===== src/rtl/uart_pkg.sv =====
`default_nettype none
// ============================================================================
// uart_pkg : parity modes and frame-engine state encoding shared by the UART.
// Revision : 1.0
// ============================================================================
package uart_pkg;

  localparam logic [1:0] PAR_NONE = 2'b00;
  localparam logic [1:0] PAR_ODD  = 2'b01;
  localparam logic [1:0] PAR_EVEN = 2'b10;

  typedef enum logic [2:0] {
    ST_IDLE   = 3'd0,
    ST_START  = 3'd1,
    ST_DATA   = 3'd2,
    ST_PARITY = 3'd3,
    ST_STOP   = 3'd4
  } uart_state_e;

  // Mode 2'b11 is reserved and behaves as no parity.
  function automatic logic parity_enabled(input logic [1:0] mode);
    return (mode == PAR_ODD) || (mode == PAR_EVEN);
  endfunction

endpackage
`default_nettype wire


===== src/rtl/uart_tx_if.sv =====
`default_nettype none
// ============================================================================
// uart_tx_if : byte-FIFO read port feeding the UART transmitter.
// Revision   : 1.0
// ============================================================================
interface uart_tx_if;

  logic [7:0] fifo_data;
  logic       fifo_empty;
  logic       fifo_deq;

  modport master (input fifo_data, input fifo_empty, output fifo_deq);
  modport slave  (output fifo_data, output fifo_empty, input fifo_deq);

endinterface
`default_nettype wire


===== src/rtl/uart_bit_timer.sv =====
`default_nettype none
// ============================================================================
// uart_bit_timer : loadable down-counter; tick_o while the count is zero.
// Revision       : 1.0
// ============================================================================
module uart_bit_timer #(
  parameter int DIVBITS = 16
) (
  input  logic               clk6x,
  input  logic               resetn,
  input  logic               load_i,
  input  logic [DIVBITS-1:0] div_i,
  output logic               tick_o
);

  logic [DIVBITS-1:0] cnt_q;
  logic [DIVBITS-1:0] cnt_d;

  always_comb begin
    cnt_d = cnt_q;
    if (load_i) begin
      cnt_d = div_i;
    end else if (cnt_q != '0) begin
      cnt_d = cnt_q - DIVBITS'(1);
    end
  end

  always_ff @(posedge clk6x) begin
    if (!resetn) begin
      cnt_q <= '0;
    end else begin
      cnt_q <= cnt_d;
    end
  end

  assign tick_o = (cnt_q == '0);

endmodule
`default_nettype wire


===== src/rtl/uart_tx.sv =====
`default_nettype none
// ============================================================================
// uart_tx : FIFO-draining UART transmitter, LSB first, optional parity and
//           one or two stop bits, run-time bit period in clk6x cycles.
// Revision: 1.0
// ============================================================================
module uart_tx
  import uart_pkg::*;
#(
  parameter int DIVBITS = 16
) (
  input  logic               clk6x,
  input  logic               resetn,
  uart_tx_if.master          fifo,
  input  logic [DIVBITS-1:0] baud_div_i,
  input  logic [1:0]         parity_i,
  input  logic               two_stop_i,
  input  logic               cts_n_i,
  output logic               tx_o,
  output logic               busy_o,
  output logic               done_o
);

  uart_state_e        state_q, state_d;
  logic [7:0]         shift_q, shift_d;
  logic [2:0]         bitcnt_q, bitcnt_d;
  logic               stop2_q, stop2_d;
  logic [DIVBITS-1:0] div_q, div_d;
  logic               par_en_q, par_en_d;
  logic               par_bit_q, par_bit_d;
  logic               two_stop_q, two_stop_d;
  logic               tx_q, tx_d;
  logic               busy_q, busy_d;
  logic               cts_s1_q, cts_s2_q;

  logic               cts_ok;
  logic               deq;
  logic               done;
  logic               tmr_load;
  logic [DIVBITS-1:0] tmr_div;
  logic               tick;

  uart_bit_timer #(.DIVBITS(DIVBITS)) u_timer (
    .clk6x  (clk6x),
    .resetn (resetn),
    .load_i (tmr_load),
    .div_i  (tmr_div),
    .tick_o (tick)
  );

  always_ff @(posedge clk6x) begin
    if (!resetn) begin
      cts_s1_q <= 1'b1;
      cts_s2_q <= 1'b1;
    end else begin
      cts_s1_q <= cts_n_i;
      cts_s2_q <= cts_s1_q;
    end
  end

  assign cts_ok = !cts_s2_q;

  // tx_d/busy_d describe the line level of the *next* cycle, keeping tx_o a pure flop.
  always_comb begin
    state_d    = state_q;
    shift_d    = shift_q;
    bitcnt_d   = bitcnt_q;
    stop2_d    = stop2_q;
    div_d      = div_q;
    par_en_d   = par_en_q;
    par_bit_d  = par_bit_q;
    two_stop_d = two_stop_q;
    tx_d       = tx_q;
    busy_d     = busy_q;
    deq        = 1'b0;
    done       = 1'b0;
    tmr_load   = 1'b0;
    tmr_div    = div_q;

    case (state_q)
      ST_IDLE: begin
        tx_d   = 1'b1;
        busy_d = 1'b0;
        if (!fifo.fifo_empty && cts_ok) begin
          shift_d    = fifo.fifo_data;
          div_d      = baud_div_i;
          par_en_d   = parity_enabled(parity_i);
          par_bit_d  = (^fifo.fifo_data) ^ (parity_i == PAR_ODD);
          two_stop_d = two_stop_i;
          stop2_d    = 1'b0;
          deq        = 1'b1;
          tmr_load   = 1'b1;
          tmr_div    = baud_div_i;
          state_d    = ST_START;
          tx_d       = 1'b0;
          busy_d     = 1'b1;
        end
      end
      ST_START: begin
        if (tick) begin
          tmr_load = 1'b1;
          bitcnt_d = 3'd0;
          state_d  = ST_DATA;
          tx_d     = shift_q[0];
        end
      end
      ST_DATA: begin
        if (tick) begin
          tmr_load = 1'b1;
          shift_d  = {1'b0, shift_q[7:1]};
          bitcnt_d = bitcnt_q + 3'd1;
          if (bitcnt_q == 3'd7) begin
            if (par_en_q) begin
              state_d = ST_PARITY;
              tx_d    = par_bit_q;
            end else begin
              state_d = ST_STOP;
              tx_d    = 1'b1;
            end
          end else begin
            tx_d = shift_q[1];
          end
        end
      end
      ST_PARITY: begin
        if (tick) begin
          tmr_load = 1'b1;
          state_d  = ST_STOP;
          tx_d     = 1'b1;
        end
      end
      ST_STOP: begin
        if (tick) begin
          if (two_stop_q && !stop2_q) begin
            tmr_load = 1'b1;
            stop2_d  = 1'b1;
          end else begin
            done    = 1'b1;
            state_d = ST_IDLE;
            busy_d  = 1'b0;
            tx_d    = 1'b1;
          end
        end
      end
      default: begin
        state_d = ST_IDLE;
        tx_d    = 1'b1;
        busy_d  = 1'b0;
      end
    endcase
  end

  always_ff @(posedge clk6x) begin
    if (!resetn) begin
      state_q    <= ST_IDLE;
      shift_q    <= '0;
      bitcnt_q   <= '0;
      stop2_q    <= 1'b0;
      div_q      <= '0;
      par_en_q   <= 1'b0;
      par_bit_q  <= 1'b0;
      two_stop_q <= 1'b0;
      tx_q       <= 1'b1;
      busy_q     <= 1'b0;
    end else begin
      state_q    <= state_d;
      shift_q    <= shift_d;
      bitcnt_q   <= bitcnt_d;
      stop2_q    <= stop2_d;
      div_q      <= div_d;
      par_en_q   <= par_en_d;
      par_bit_q  <= par_bit_d;
      two_stop_q <= two_stop_d;
      tx_q       <= tx_d;
      busy_q     <= busy_d;
    end
  end

  assign fifo.fifo_deq = deq & resetn;
  assign done_o        = done & resetn;
  assign tx_o          = tx_q;
  assign busy_o        = busy_q;

endmodule
`default_nettype wire


===== src/flat_wrapper.sv =====
// flat-port wrapper written by rule: the top's interface ports become plain ports
module uart_tx_flat import uart_pkg::*;
#(
  parameter int DIVBITS = 16
)
  (clk6x, resetn, baud_div_i, parity_i, two_stop_i, cts_n_i, tx_o, busy_o, done_o, fifo_fifo_data, fifo_fifo_empty, fifo_fifo_deq);
  uart_tx_if fifo_i ();
  input  logic clk6x;
  input  logic resetn;
  input  logic [DIVBITS-1:0] baud_div_i;
  input  logic [1:0] parity_i;
  input  logic two_stop_i;
  input  logic cts_n_i;
  output logic tx_o;
  output logic busy_o;
  output logic done_o;
  input wire logic [$bits(fifo_i.fifo_data)-1:0] fifo_fifo_data;
  input wire logic [$bits(fifo_i.fifo_empty)-1:0] fifo_fifo_empty;
  output wire logic [$bits(fifo_i.fifo_deq)-1:0] fifo_fifo_deq;
  assign fifo_i.fifo_data = fifo_fifo_data;
  assign fifo_i.fifo_empty = fifo_fifo_empty;
  assign fifo_fifo_deq = fifo_i.fifo_deq;
  uart_tx #(.DIVBITS(DIVBITS)) u_core (.clk6x(clk6x), .resetn(resetn), .fifo(fifo_i), .baud_div_i(baud_div_i), .parity_i(parity_i), .two_stop_i(two_stop_i), .cts_n_i(cts_n_i), .tx_o(tx_o), .busy_o(busy_o), .done_o(done_o));
endmodule

===== config.mk =====
export PLATFORM = sky130hd
export DESIGN_NAME = uart_tx_flat
export DESIGN_NICKNAME = d
export VERILOG_FILES = /design/src/rtl/uart_pkg.sv /design/src/rtl/uart_tx_if.sv /design/src/rtl/uart_bit_timer.sv /design/src/rtl/uart_tx.sv /design/src/flat_wrapper.sv
export SDC_FILE = /design/constraint.sdc
export NUM_CORES = 1
export LEC_CHECK = 0
export CAP_MARGIN = 25
export CELL_PAD_IN_SITES_DETAIL_PLACEMENT = 1
export CELL_PAD_IN_SITES_GLOBAL_PLACEMENT = 1
export CORE_MARGIN = 2
export CORE_UTILIZATION = 40
export CTS_CLUSTER_DIAMETER = 200
export DETAILED_ROUTE_END_ITERATION = 8
export PLACE_DENSITY_LB_ADDON = 0.05
export SLEW_MARGIN = 40
export SYNTH_ARGS = -nofsm -noshare
export SYNTH_HDL_FRONTEND = slang
export SYNTH_SLANG_ARGS = --single-unit
export TNS_END_PERCENT = 5

===== constraint.sdc =====
create_clock -name clk6x -period 3.54 [get_ports clk6x]
set_input_delay 0.708 -clock clk6x [delete_from_list [all_inputs] [get_ports clk6x]]
set_output_delay 0.708 -clock clk6x [all_outputs]
set_load 0.01 [all_outputs]

==> results of run 1 <==
==> worst max-delay path by stage <==
| stage | startpoint | to | slack (ns) | depth (start not counted) |
|---|---|---|---|---|
| 2_1_floorplan | u_core.u_timer.cnt_q[0]$_SDFFE_PN0P_ | done_o | 1.15 | 7 |
| 3_3_place_gp | fifo_fifo_empty | fifo_fifo_deq | 0.43 | 4 |
| 3_5_place_dp | fifo_fifo_empty | fifo_fifo_deq | 0.41 | 4 |
| 6_report | u_core.u_timer.cnt_q[8]$_SDFFE_PN0P_ | done_o | 0.33 | 5 |
| 4_1_cts | u_core.u_timer.cnt_q[8]$_SDFFE_PN0P_ | done_o | 0.33 | 5 |
| 5_1_grt | u_core.u_timer.cnt_q[9]$_SDFFE_PN0P_ | done_o | 0.09 | 5 |
==> registers in the layout (all words and copies together) (netlist names) <==
| register | cells |
|---|---|
| u_core.div_q | 16 |
| u_core.u_timer.cnt_q | 16 |
| u_core.shift_q | 8 |
| u_core.bitcnt_q | 3 |
| u_core.state_q | 3 |
| u_core.busy_o | 1 |
| u_core.cts_s1_q | 1 |
| u_core.cts_s2_q | 1 |
| u_core.par_bit_q | 1 |
| u_core.par_en_q | 1 |
| u_core.stop2_q | 1 |
| u_core.two_stop_q | 1 |
| u_core.tx_o | 1 |
==> power groups by stage <==
stage	registers, mW	clock network [mW]	logic, mW
after floorplan	0.780	0	0.571
final	0.800	0.361	0.816
after global placement	0.807	0	0.792
after global routing	0.820	0.400	0.925
after CTS	0.795	0.374	0.820
after detailed placement	0.807	0	0.815
==> routing by layer <==
metal / part of all wire (%) / GRT usage, %
met5: 0 / 0
met4: 1.0 / 4.26
met3: 3.0 / 3.24
met2: 45 / 29.2
met1: 51 / 24.3
==> kinds of logic after synthesis <==
group                      Yosys count  synth area share [%]
and+or+nand+nor                    115                  22.5
AOI/OAI and AO/OA                   68                  19.0
DFF                                 54                  39.6
buffers and inverters               27                  4.49
xor gates and xnor gates            17                  5.95
muxes                               17                  6.27
adders and majority gates            5                  2.29
==> layout make-up <==
cell class	count	area share, %
timing repair buffer	41	12.2
clock inverter	1	0.155
sequential	54	33.5
inverter	8	0.930
tap	80	3.10
multi-input combinational	222	47.5
clock buffer	7	2.67
==> worst register-to-register path, stage by stage, from the launching register on <==
cell	delay, ns
dfxtp_1	0.38
nor4_1	0.57
nand4_1	0.26
buf_4	0.25
o21ai_2	0.41
nor2_1	0.09
a221o_1	0.27
==> cells in the mapped netlist (all sizes together) (5+ instances only) <==
cell,instances
a21oi,10
ha,5
o211a,9
nor2,11
nor3,5
nor2b,13
inv,8
xor2,5
nand2,40
and2,9
clkbuf,10
nand3,7
a21boi,10
o22ai,7
dfxtp,54
o21ai,7
xnor2,11
mux2i,16
buf,9
nor4,7
==> stage by stage <==
step / worst slack (ns) / utilization, %
global route: 0.0945 / 48.1
detailed placement: 0.406 / 46.6
floorplan: 1.15 / -
global placement: 0.430 / 46.6
finish: 0.330 / 48.1
CTS: 0.332 / 48.0
==> run_results.csv, run 1 <==
group,metric,value,unit
drt,drc,0,
synthesis,ys_async_sr_fraction,0,%
flow_run,cap_violations,0,
timing,fmax,312,MHz
timing,timing.hold.ws,0.423,ns
layout,final_cells,413,
timing,slew_headroom,60.5,%
layout,drive_above_1_share,6.91,%
power_and_ir_drop,total_power,1.98,mW
setup_path,critPathTopFamily,"simple AND/OR/NAND/NOR gates",
timing,fin_crit_sh,90.7,%
setup_path,critical_path_buf_inv_count,1,
clocking,cts_tree,"built",
setup_path,cpPeakStageDelay,0.57,ns
drt,wire_per_inst,15.2,um
layout,final_cell_mix,"54 x dfxtp_1, 40 x nand2_1, 34 x clkdlybuf4s50_1",
placed_design,portBuffers,34,
drt,drt-vias-per-instance,5.53,
synthesis,ys_seq_elements,54,
timing,setup_violations,0,
floorplanning,die_w,86.7,um
layout,mostFrequentLayoutCell,"dfxtp_1",
setup_path,cp_data_required_time,2.83,ns
floorplanning,core_area,0.00672,mm^2
worst_hold_path,holdPathStages,1,
synthesis,yosysSeqAreaShare,39.6,%
setup_path,reg2reg_depth,6,
grt,grt_pass1_vias,2176,
layout,fill_cells,793,
floorplanning,start_util,40.7,%
power_and_ir_drop,p_clk_share,18.2,%
clocking,post-cts-setup-buffers,0,
synthesis,syn_area,0.00273,mm^2
clocking,hold_buffers,0,
floorplanning,dieArea,0.00751,mm^2
power_and_ir_drop,power_frac_seq,40.5,%
placed_design,dp_hpwl,4.40,mm
worst_hold_path,min_to,"u_core.cts_s2_q$_SDFF_PN1_",
placed_design,dpl_cell_area,0.00313,mm^2
power_and_ir_drop,p_int,1.25,mW
layout,antenna_cells,0,
clocking,h-tree-depth,2,
grt,grt_max_degree,51,
placed_design,dp_cells,405,
drt,detail-route-antenna-nets,0,
synthesis,synth_edf_count,0,
floorplanning,io_pins,35,
clocking,cts_root_buffer,"clkbuf_8",
floorplanning,rows,30,
status,status,"complete, no violations",
power_and_ir_drop,swShare,37.0,%
layout,register_area,0.00108,mm^2
drt,vias,2285,
timing,final.min_clock_period,3.21,ns
power_and_ir_drop,leakagePower,1.28,nW
clocking,cts_buffers,5,
setup_path,worst-setup-path-type,"flip-flop to primary output",
synthesis,synthTopCellsByArea,"dfxtp_1 40%, mux2i_1 5.9%, nand2_1 5.5%",
timing,worstMarginPinSlew,0.587,ns
grt,grt_usage,17.8,%
layout,stdcell_area,0.00323,mm^2
worst_hold_path,holdCritStartpoint,"u_core.cts_s1_q$_SDFF_PN1_",
clocking,cts-resized-gates,0,
clocking,clock_latency,0.30,ns
synthesis,ys.warnings.count,0,
setup_path,crit_path_top_delay_cell,"nor4_1",
power_and_ir_drop,power.share.combinational,41.3,%
setup_path,reg2reg_from,"u_core.u_timer.cnt_q[8]$_SDFFE_PN0P_",
synthesis,ys.flop_type,"dfxtp_1",
timing,rsz0062_at_grt,"false",
timing,finalSetupTns,0,ns
placed_design,gp_congestion,0.771,
setup_path,critPathMaxFanout,5,
setup_path,crit_arrival,2.50,ns
clocking,cts.sinks,54,
synthesis,synthDistinctLibCells,52,
timing,finalMaxSlewViolations,0,
drt,dr.pass1.iters,4,
synthesis,yosysTopAreaCell,"dfxtp_1",
layout,multi_input_area,0.00153,mm^2
setup_path,start_kind,"flip-flop",
worst_hold_path,hold_path.class,"flip-flop to flip-flop",
timing,finClkSkew,0.00370,ns
drt,wirelength,6.29,mm
floorplanning,die_h,86.7,um
setup_path,rrSetupSlack,1.20,ns
timing,hold_violations,0,
synthesis,synth_cells,303,
clocking,clk_pin_slew,0.10,ns
drt,drtIter0Drc,74,
setup_path,path_cells,"nor4_1 -> nand4_1 -> a21oi_1 -> and3_1 -> clkdlybuf4s50_1",
synthesis,synth_nets,339,
synthesis,synth_top_area_share,39.6,%
power_and_ir_drop,cellPowerDensity,612,mW/mm^2
layout,syn_to_final_growth,18.2,%
grt,grt_pass1_wl,10.7,mm
power_and_ir_drop,peakVddDrop,0.000248,V
grt,grt_overflow,0,
setup_path,r2r-end,"u_core.u_timer.cnt_q[11]$_SDFFE_PN0P_",
setup_path,end_kind,"primary output",
power_and_ir_drop,p_switching,0.731,mW
synthesis,avgSynthCellArea,9.02,um^2
clocking,cts.path.max_buffers,2,
grt,antenna_found_initial,0,
layout,final_nets,368,
Power figures use the tool's default switching activity.
==> inputs of run 2 (changes only) <==
--- a/config.mk
+++ b/config.mk
@@ -13,6 +13,8 @@
 export CTS_CLUSTER_DIAMETER = 200
 export DETAILED_ROUTE_END_ITERATION = 8
 export PLACE_DENSITY_LB_ADDON = 0.05
+export RECOVER_POWER = 25
+export SKIP_LAST_GASP = 1
 export SLEW_MARGIN = 40
 export SYNTH_ARGS = -nofsm -noshare
 export SYNTH_HDL_FRONTEND = slang
==> run_results.csv, run 2 (synthesized netlist as in run 1, its figures left out) <==
group,metric,value,unit
status,status,"complete, no violations",
power_and_ir_drop,p_int,1.24,mW
timing,fin_crit_sh,91.5,%
drt,vias,2286,
placed_design,gp_congestion,0.771,
placed_design,dp_cells,405,
grt,grt_usage,17.8,%
timing,final.min_clock_period,3.24,ns
setup_path,crit_path_top_delay_cell,"clkbuf_1",
layout,antenna_cells,0,
floorplanning,die_w,86.7,um
setup_path,path_cells,"clkdlybuf4s50_1 -> or2_2 -> nor4_1 -> clkbuf_1 -> a21o_1 -> o21ai_0 -> and2_1",
timing,worstMarginPinSlew,1.44,ns
layout,final_cell_mix,"54 x dfxtp_1, 40 x nand2_1, 31 x clkdlybuf4s50_1",
clocking,cts_root_buffer,"clkbuf_8",
grt,grt_overflow,0,
power_and_ir_drop,leakagePower,1.27,nW
worst_hold_path,hold_path.class,"flip-flop to flip-flop",
worst_hold_path,holdPathStages,1,
grt,grt_pass1_vias,2176,
setup_path,cpPeakStageDelay,1.08,ns
flow_run,cap_violations,0,
worst_hold_path,holdCritStartpoint,"u_core.cts_s1_q$_SDFF_PN1_",
power_and_ir_drop,swShare,37.1,%
timing,finClkSkew,0.00370,ns
setup_path,critical_path_buf_inv_count,2,
setup_path,reg2reg_from,"u_core.state_q[1]$_SDFFE_PN0P_",
grt,grt_pass1_wl,10.7,mm
clocking,cts.sinks,54,
layout,syn_to_final_growth,17.4,%
layout,mostFrequentLayoutCell,"dfxtp_1",
drt,wire_per_inst,15.2,um
drt,dr.pass1.iters,4,
clocking,clock_latency,0.30,ns
power_and_ir_drop,p_switching,0.730,mW
setup_path,end_kind,"flip-flop",
floorplanning,start_util,40.7,%
floorplanning,die_h,86.7,um
setup_path,crit_arrival,3.45,ns
clocking,cts_buffers,5,
layout,fill_cells,797,
power_and_ir_drop,power.share.combinational,41.1,%
clocking,cts.path.max_buffers,2,
setup_path,critPathMaxFanout,25,
clocking,h-tree-depth,2,
setup_path,worst-setup-path-type,"primary input to flip-flop",
power_and_ir_drop,p_clk_share,18.3,%
drt,drt-vias-per-instance,5.54,
layout,final_nets,368,
layout,drive_above_1_share,6.01,%
timing,finalMaxSlewViolations,0,
setup_path,critPathTopFamily,"buffers and inverters",
floorplanning,core_area,0.00672,mm^2
timing,finalSetupTns,0,ns
layout,register_area,0.00108,mm^2
drt,wirelength,6.29,mm
setup_path,rrSetupSlack,0.82,ns
placed_design,dp_hpwl,4.40,mm
power_and_ir_drop,peakVddDrop,0.000248,V
power_and_ir_drop,power_frac_seq,40.6,%
timing,fmax,309,MHz
setup_path,r2r-end,"u_core.shift_q[7]$_SDFFE_PN0P_",
clocking,cts_tree,"built",
clocking,hold_buffers,0,
placed_design,portBuffers,34,
layout,multi_input_area,0.00152,mm^2
timing,setup_violations,0,
layout,reg_top3,"u_core.div_q (16), u_core.u_timer.cnt_q (16), u_core.shift_q (8)",
grt,grt_max_degree,51,
power_and_ir_drop,cellPowerDensity,614,mW/mm^2
placed_design,dpl_cell_area,0.00313,mm^2
drt,detail-route-antenna-nets,0,
clocking,clk_pin_slew,0.10,ns
timing,hold_violations,0,
drt,drtIter0Drc,72,
setup_path,reg2reg_depth,5,
layout,stdcell_area,0.00321,mm^2
setup_path,cp_data_required_time,3.75,ns
setup_path,start_kind,"primary input",
clocking,cts-resized-gates,0,
clocking,post-cts-setup-buffers,0,
floorplanning,io_pins,35,
timing,slew_headroom,4.17,%
timing,rsz0062_at_grt,"false",
power_and_ir_drop,total_power,1.97,mW
layout,final_cells,413,
timing,timing.hold.ws,0.423,ns
floorplanning,dieArea,0.00751,mm^2
grt,antenna_found_initial,0,
drt,drc,0,
floorplanning,rows,30,
worst_hold_path,min_to,"u_core.cts_s2_q$_SDFF_PN1_",
==> run 2: metrics by stage <==
step / worst slack [ns] / util, %
finish: 0.302 / 47.7
global placement: 0.430 / 46.6
CTS: 0.332 / 48.0
global route: 0.0564 / 47.7
floorplan: 1.15 / -
detailed placement: 0.406 / 46.6
==> run 2: power groups by stage <==
stage / Clock [mW] / Combinational (mW) / Sequential, mW
floorplan: 0 / 0.571 / 0.780
global placement: 0 / 0.792 / 0.807
detailed placement: 0 / 0.815 / 0.807
CTS: 0.374 / 0.820 / 0.795
global route: 0.400 / 0.918 / 0.819
finish: 0.361 / 0.809 / 0.799
==> run 2: per-layer routing <==
metal / track usage, % / up-vias / wire length [um]
li1: - / 1148 / -
met1: 24.3 / 1097 / 3210
met2: 29.2 / 36 / 2830
met3: 3.24 / 5 / 181
met4: 4.26 / 0 / 66
met5: 0 / - / 0
==> run 2: how the worst max path moves through the flow <==
stage,start,end,depth (start not counted)
global route,fifo_fifo_empty,u_core.shift_q[7]$_SDFFE_PN0P_,7
CTS,u_core.u_timer.cnt_q[8]$_SDFFE_PN0P_,done_o,5
detailed placement,fifo_fifo_empty,fifo_fifo_deq,4
global placement,fifo_fifo_empty,fifo_fifo_deq,4
floorplan,u_core.u_timer.cnt_q[0]$_SDFFE_PN0P_,done_o,7
finish,fifo_fifo_empty,u_core.shift_q[7]$_SDFFE_PN0P_,7
==> run 2: final cells by class <==
class                   instances  area share (%)
multi-input cells             222            47.4
flip-flops and latches         54            33.7
repair buffers                 41            12.0
well taps                      80            3.12
clock buffers                   7            2.69
inverters                       8           0.936
clock inverters                 1           0.156
==> inputs of run 3 (changes only) <==
==> constraint.sdc (replaced) <==
create_clock -name clk6x -period 4.1 [get_ports clk6x]
set_input_delay 0.82 -clock clk6x [delete_from_list [all_inputs] [get_ports clk6x]]
set_output_delay 0.82 -clock clk6x [all_outputs]
set_load 0.01 [all_outputs]
==> run_results.csv, run 3 (synthesized netlist as in run 1, its figures left out) <==
group,metric,value,unit
status,status,"complete, no violations",
placed_design,gp_congestion,0.759,
setup_path,path_cells,"inv_1 -> ha_1 -> nor4b_1 -> nand4_1 -> buf_4 -> a21oi_1 -> and3_1 -> clkdlybuf4s50_1",
clocking,cts_buffers,5,
drt,vias,2263,
floorplanning,rows,30,
clocking,h-tree-depth,2,
drt,wire_per_inst,14.9,um
timing,fmax,282,MHz
setup_path,crit_arrival,2.72,ns
setup_path,end_kind,"primary output",
layout,antenna_cells,0,
drt,drt-vias-per-instance,5.51,
setup_path,critical_path_buf_inv_count,3,
layout,multi_input_area,0.00152,mm^2
drt,drc,0,
flow_run,cap_violations,0,
power_and_ir_drop,p_switching,0.612,mW
clocking,clk_pin_slew,0.09,ns
setup_path,start_kind,"flip-flop",
grt,grt_usage,17.7,%
floorplanning,die_h,86.7,um
floorplanning,start_util,40.7,%
layout,mostFrequentLayoutCell,"dfxtp_1",
setup_path,cpPeakStageDelay,0.54,ns
grt,grt_pass1_wl,10.6,mm
layout,stdcell_area,0.00320,mm^2
floorplanning,io_pins,35,
power_and_ir_drop,peakVddDrop,0.000206,V
floorplanning,core_area,0.00672,mm^2
power_and_ir_drop,p_clk_share,18.2,%
timing,rsz0062_at_grt,"false",
timing,finalSetupTns,0,ns
setup_path,worst-setup-path-type,"flip-flop to primary output",
layout,reg_top3,"u_core.div_q (16), u_core.u_timer.cnt_q (16), u_core.shift_q (8)",
clocking,cts.sinks,54,
timing,final.min_clock_period,3.54,ns
layout,register_area,0.00108,mm^2
placed_design,dp_hpwl,4.36,mm
clocking,clock_latency,0.30,ns
setup_path,cp_data_required_time,3.28,ns
clocking,cts_tree,"built",
drt,drtIter0Drc,97,
power_and_ir_drop,power.share.combinational,40.6,%
power_and_ir_drop,leakagePower,1.27,nW
clocking,post-cts-setup-buffers,0,
grt,grt_overflow,0,
setup_path,crit_path_top_delay_cell,"clkdlybuf4s50_1",
power_and_ir_drop,p_int,1.06,mW
timing,setup_violations,0,
clocking,cts-resized-gates,0,
timing,fin_crit_sh,86.4,%
power_and_ir_drop,power_frac_seq,41.2,%
floorplanning,dieArea,0.00751,mm^2
grt,antenna_found_initial,0,
clocking,cts.path.max_buffers,2,
layout,final_nets,366,
clocking,hold_buffers,0,
floorplanning,die_w,86.7,um
timing,finClkSkew,0.00783,ns
layout,syn_to_final_growth,16.9,%
drt,wirelength,6.11,mm
timing,hold_violations,0,
layout,final_cell_mix,"54 x dfxtp_1, 40 x nand2_1, 30 x clkdlybuf4s50_1",
power_and_ir_drop,swShare,36.6,%
grt,grt_pass1_vias,2213,
layout,fill_cells,796,
power_and_ir_drop,cellPowerDensity,522,mW/mm^2
drt,dr.pass1.iters,6,
timing,slew_headroom,8.65,%
placed_design,portBuffers,34,
layout,drive_above_1_share,5.74,%
timing,finalMaxSlewViolations,0,
drt,detail-route-antenna-nets,0,
setup_path,critPathTopFamily,"simple AND/OR/NAND/NOR gates",
timing,worstMarginPinSlew,1.37,ns
clocking,cts_root_buffer,"clkbuf_8",
setup_path,critPathMaxFanout,11,
grt,grt_max_degree,52,
worst_hold_path,hold_path.class,"flip-flop to flip-flop",
placed_design,dpl_cell_area,0.00312,mm^2
-- run 3: cell types whose count changed in the layout (fill, tap and decap cells not counted), sizes merged --
cell,delta
buf,-1
clkbuf,-1
clkdlybuf4s50,-1
dlygate4sd3,+1
-- run 3: path summary, 6_finish.rpt --
path	startpoint	to	cells after the start	slack (ns)
min reg2reg	u_core.cts_s1_q$_SDFF_PN1_	u_core.cts_s2_q$_SDFF_PN1_	1	0.42
max	u_core.u_timer.cnt_q[0]$_SDFFE_PN0P_	done_o	8	0.56
max reg2reg	u_core.cts_s2_q$_SDFF_PN1_	u_core.shift_q[7]$_SDFFE_PN0P_	6	1.42
min	u_core.cts_s1_q$_SDFF_PN1_	u_core.cts_s2_q$_SDFF_PN1_	1	0.42
-- run 3: through the flow --
stage / hold WS (ns) / utilization, % / std cells / worst slack (ns) / total power, mW
floorplan: 0.386 / - / 303 / 1.54 / 1.17
detailed placement: 0.402 / 46.4 / 403 / 0.762 / 1.37
global placement: 0.393 / 46.4 / 403 / 0.774 / 1.36
global route: 0.455 / 47.6 / 411 / 0.309 / 1.81
finish: 0.417 / 47.6 / 411 / 0.558 / 1.67
CTS: 0.424 / 47.8 / 411 / 0.574 / 1.68
-- run 3: layer usage --
metal	share of wire (%)	vias to the layer above	global-route usage [%]
met1	50	1083	23.8
li1	-	1141	-
met3	3.0	5	3.52
met5	0	-	0
met4	0.87	0	4.26
met2	46	34	29.3
-- run 3: power groups by stage --
stage | combinational (mW) | sequential, mW | clock (mW)
after floorplan | 0.493 | 0.674 | 0
after global placement | 0.666 | 0.693 | 0
after detailed placement | 0.676 | 0.696 | 0
after CTS | 0.680 | 0.685 | 0.320
after global routing | 0.763 | 0.707 | 0.340
final | 0.678 | 0.687 | 0.304
-- run 3: worst reg2reg max path: cells and delay by family (launching register included) --
family	cells	cell delay, ns
compound gates	2	0.59
simple gates	3	0.67
flops	1	0.30
buf+inv	1	1.03
-- run 3: area by class of cell --
cell class                      instances  share of cell area [%]
Tap cell                               80                    3.13
Clock buffer                            7                    2.70
Sequential cell                        54                    33.8
Inverter                                8                   0.940
Timing Repair Buffer                   39                    11.7
Clock inverter                          1                   0.157
Multi-Input combinational cell        222                    47.5
